$ cat config.mk
export PLATFORM = sky130hd
export DESIGN_NAME = aux_perf_monitor
export DESIGN_NICKNAME = d
export VERILOG_FILES = /design/src/rtl/aux_perf_monitor.sv
export SDC_FILE = /design/constraint.sdc
export NUM_CORES = 1
export LEC_CHECK = 0
export ABC_AREA = 1
export ABC_CLOCK_PERIOD_IN_PS = 8700
export CAP_MARGIN = 30
export CORE_MARGIN = 4
export CORE_UTILIZATION = 35
export DETAILED_ROUTE_END_ITERATION = 10
export HOLD_SLACK_MARGIN = 0.03
export PLACE_DENSITY = 0.58
export RECOVER_POWER = 50
export SYNTH_ARGS = -nofsm -noshare
export SYNTH_HDL_FRONTEND = slang
export SYNTH_SLANG_ARGS = --single-unit
$ cat constraint.sdc
create_clock -name clk -period 8.7 [get_ports clk]
set_clock_uncertainty 0.2 [all_clocks]
set_input_delay 2.175 -clock clk [delete_from_list [all_inputs] [get_ports clk]]
set_output_delay 2.175 -clock clk [all_outputs]
set_load 0.03 [all_outputs]
$ cat src/rtl/aux_perf_monitor.sv
// Run-control block (RUN / HALTED / single-STEP) gating a bank of event counters
// with sticky overflow flags, shadow snapshots and a channel read-out mux.
module aux_perf_monitor #(
    parameter int unsigned ChanCnt = 4,
    parameter int unsigned CntBit  = 32,
    parameter bit          SatMode = 1'b0
) (
    input  logic               clk,
    input  logic               rst,
    input  logic               halt,
    input  logic               resume,
    input  logic               step_mode,
    input  logic [ChanCnt-1:0] events,
    input  logic               clr,
    input  logic               snap,
    input  logic [3:0]         sel,
    output logic               en,
    output logic [CntBit-1:0]  cnt_out,
    output logic [CntBit-1:0]  snap_out,
    output logic [ChanCnt-1:0] ovf
);

    localparam logic [CntBit-1:0] CntOne = CntBit'(1);

    // ST_RESET is the state held during reset; it always advances to ST_RUN.
    typedef enum logic [1:0] {
        ST_RESET,
        ST_RUN,
        ST_HALTED,
        ST_STEP
    } run_state_e;

    run_state_e         state;
    run_state_e         state_nxt;
    logic               en_nxt;
    logic               resume_q;
    logic               resume_edge;

    logic [CntBit-1:0]  cnt_q    [ChanCnt];
    logic [CntBit-1:0]  shadow_q [ChanCnt];
    logic [ChanCnt-1:0] ovf_q;

    // History resets to 1 so a resume held high through reset is not an edge.
    assign resume_edge = resume & ~resume_q;

    always_ff @(posedge clk) begin
        if (rst) begin
            state    <= ST_RESET;
            en       <= 1'b0;
            resume_q <= 1'b1;
        end else begin
            state    <= state_nxt;
            en       <= en_nxt;
            resume_q <= resume;
        end
    end

    always_comb begin
        state_nxt = state;
        unique case (state)
            ST_RESET:  state_nxt = ST_RUN;
            ST_RUN:    if (halt) state_nxt = ST_HALTED;
            ST_HALTED: begin
                if (resume_edge) begin
                    state_nxt = step_mode ? ST_STEP : ST_RUN;
                end
            end
            ST_STEP:   state_nxt = ST_HALTED;
            default:   state_nxt = ST_RESET;
        endcase
    end

    always_comb begin
        en_nxt = (state_nxt == ST_RUN) || (state_nxt == ST_STEP);
    end

    // Shadows take the pre-update value, so snap with clr captures pre-clear counts.
    always_ff @(posedge clk) begin
        if (rst) begin
            ovf_q <= '0;
            for (int unsigned i = 0; i < ChanCnt; i++) begin
                cnt_q[i]    <= '0;
                shadow_q[i] <= '0;
            end
        end else begin
            for (int unsigned i = 0; i < ChanCnt; i++) begin
                if (snap) begin
                    shadow_q[i] <= cnt_q[i];
                end
                if (clr) begin
                    cnt_q[i] <= '0;
                    ovf_q[i] <= 1'b0;
                end else if (en && events[i]) begin
                    if (cnt_q[i] == '1) begin
                        ovf_q[i] <= 1'b1;
                        if (!SatMode) begin
                            cnt_q[i] <= '0;
                        end
                    end else begin
                        cnt_q[i] <= cnt_q[i] + CntOne;
                    end
                end
            end
        end
    end

    always_comb begin
        cnt_out  = '0;
        snap_out = '0;
        for (int unsigned i = 0; i < ChanCnt; i++) begin
            if (32'(sel) == i) begin
                cnt_out  = cnt_q[i];
                snap_out = shadow_q[i];
            end
        end
    end

    assign ovf = ovf_q;

endmodule

==> summary.txt <==
Finish
  • ANT cells: 0
  • Area of the multi-input gates: 5820 µm²
  • Reg area: 7850 µm²
  • Layout overhead on the synthesized area: 18.0%
  • Final net count: 1883
  • Layout cells sized above 1: 0.0858
  • Fill count: 4195

GRT
  • Initial antenna violation count: 0
  • All-Layer GR Usage: 0.202
  • Grt ovf: 0
  • Largest net degree at the start of global routing: 84
  • First-pass GRT wire length: 72800 µm
  • Vias in the first global route: 11900

Timing
  • Fmax: 134 MHz
  • Worst Tran Pin Value: 3210 ps
  • Crit share post-route: 0.858
  • Post-route worst setup slack: 1230 ps
  • RSZ-0062 raised after global routing: no
  • Setup violators final: 0
  • Hold Fails Final Rpt: 0
  • Final Max Slew Viols: 233
  • Final min period: 7470 ps
  • Setup TNS: 0 ps
  • Slew headroom: -1.14

Placement
  • Port bufs: 83
  • Dpl ws: 1210 ps
  • Final GP Congestion: 0.933
  • Detailed Place HPWL: 36300 µm

Synth
  • Post-synth top area cell: edfxtp_1
  • Mapped cell area: 15000 µm²
  • Post-synth ARST share: 0
  • Synth top area share: 0.512
  • Register area share after synthesis: 0.523
  • Cell count after synthesis: 1791
  • Top_reg_cell synth: edfxtp_1
  • Synth Warn #: 0
  • Net count after synthesis: 1810
  • Most frequent cells after synthesis: nor2_1 (398), nand2_1 (373), inv_1 (260)
  • Syn Area/Cell: 8.38 µm²
  • Count of state elements after synthesis: 264
  • Yosys cell types: 34
  • Cell with the most instances after synthesis: nor2_1
  • Top post-synthesis cells by area: edfxtp_1 (51%), nor2_1 (10%), nand2_1 (9.3%)
  • Post-synth EDFFs: 256

Clock tree
  • Post-CTS Setup Inserts: 0
  • H-tree levels: 1
  • Hold Buf Count CTS: 0
  • Post-cts sizing count: 0
  • Reg clk slew, reported paths: 60 ps
  • CTS tree: built
  • Clk root buf: clkbuf_16
  • Max clock buf depth: 3
  • Cts bufs inserted: 31
  • Clk sinks: 264
  • Clock Latency Late Sink: 590 ps

Floorplanning
  • # rows: 75
  • Chip Width: 215 µm
  • Die height: 215 µm
  • Initial Util: 0.356
  • Die area: 46200 µm²
  • Core Area: 42100 µm²
  • I/O pins: 84

Worst setup path
  • Worst EP required: 6330 ps
  • Critical path depth in cells: 6
  • CP startpoint: sel[3]
  • Max FO, Critical Path: 24
  • Critical Path Max Stage Delay: 740 ps
  • Worst Setup End Kind: output pin
  • Crit-path most repeated cell: clkdlybuf4s50_1
  • CP startpoint kind: input port
  • Critical path, cell by cell: clkdlybuf4s50_1 > nor2_4 > nand3_2 > buf_4 > o2111ai_1 > clkdlybuf4s50_1
  • Critical path class: in2out
  • Slowest-stage cell, CP: clkdlybuf4s50_1
  • Worst Reg-to-Reg Cells: 3
  • Worst path bufs/invs: 3
  • Worst EP arrival: 5090 ps
  • RR Startpoint: en$_SDFF_PP0_
  • Worst path top cell family by delay: buffers and inverters

Routing
  • Residual DRC: 0
  • DR pass1 iterations: 5
  • Via Count: 12500
  • Post-DRT Antenna Nets: 0
  • Routed WL per cell: 19.8 µm
  • Vias per std cell: 5.17
  • Final WL: 48000 µm
  • Initial DRC count: 1107

Status
  • Failing checks: max-capacitance violations, max-slew violations
  • Outcome: complete, but fails checks

Hold path
  • Hold Path Origin: ovf[0]$_SDFFE_PP0N_
  • Worst min path class: reg2reg
  • Hold depth: 2

Power and ir drop
  • PD cells: 182 nW/µm²
  • Worst vdd ir: 0.000170 V
  • Leakage power: 0.00622 µW

Job
  • Maxcap violations: 6
## stage by stage
stage	hold WS (ps)	instances	power (µW)	area, µm²	utilization
floorplan	301	1791	1690	15000	-
global placement	244	2368	1820	16600	0.394
detailed placement	243	2369	1820	16600	0.395
CTS	253	2427	3240	17700	0.421
global route	287	2428	3330	17700	0.420
finish	244	2428	3210	17700	0.420
## worst register-to-register path: stages (launching register included)
cell	delay, ps
dfxtp_1	660
nand2_1	240
nand2_1	300
clkbuf_1	1250
## routing by layer
layer / up-vias / global-route usage / wire (µm)
met1: 5977 / 0.290 / 21800
li1: 6042 / - / -
met2: 446 / 0.316 / 21500
met3: 77 / 0.0367 / 3240
met4: 0 / 0.0586 / 1550
met5: - / 0 / 0
## layout by cell type, fill, tap and decap left out, drive strengths merged, types with 2 or more instances in the layout
cell type | Yosys | layout
nor2 | 441 | 441
dfxtp | 8 | 8
buf | 34 | 59
clkinv | 0 | 14
bufinv | 0 | 7
o2111ai | 20 | 20
and2 | 4 | 4
ha | 4 | 4
a21oi | 16 | 16
o211a | 2 | 2
nand4 | 42 | 42
nand3b | 5 | 5
o221ai | 32 | 32
clkbuf | 30 | 41
xor2 | 55 | 55
a31oi | 12 | 12
nand3 | 123 | 123
o21ai | 7 | 7
edfxtp | 256 | 256
o22ai | 44 | 44
nand2 | 382 | 382
dlygate4sd3 | 0 | 6
inv | 261 | 262
nor3 | 7 | 7
clkdlybuf4s50 | 0 | 33
xnor2 | 4 | 4
## final cells by class
class                   count  area share
flip-flops and latches    264       0.443
multi-input cells        1202       0.329
clock buffers              35      0.0452
inverters                 261      0.0553
clock inverters            23      0.0169
repair buffers            104      0.0721
well taps                 539      0.0381
## sequential cells by signal, indices dropped and copies added (netlist names)
| name | count |
|---|---|
| resume_q | 1 |
| state | 2 |
| ovf | 4 |
| shadow_q | 128 |
| cnt_q | 128 |
| en | 1 |
## power breakdown
group	switching, µW	internal, µW	leakage (µW)
logic	193	76.6	0.00274
clock network	550	867	0.000540
registers	53.9	1470	0.00293
total	797	2420	0.00622
## final timing paths
kind	slack, ps	to
worst max-delay path	1230	snap_out[19]
worst min-delay path	240	ovf[0]$_SDFFE_PP0N_
worst min register to register	240	ovf[0]$_SDFFE_PP0N_
worst max register to register	5630	cnt_q[2][16]$_SDFFCE_PN0P_
## kinds of logic (layout without fill, tap and decap cells)
logic type	after synthesis	in the layout	share of synthesized area
and+or+nand+nor	1005	1005	0.288
xor gates and xnor gates	59	59	0.0344
buffers and inverters	325	423	0.0881
DFF	264	264	0.523
AOI/OAI and AO/OA	134	134	0.0633
adders and majority gates	4	4	0.00334
(Power assumes the default switching activity.)
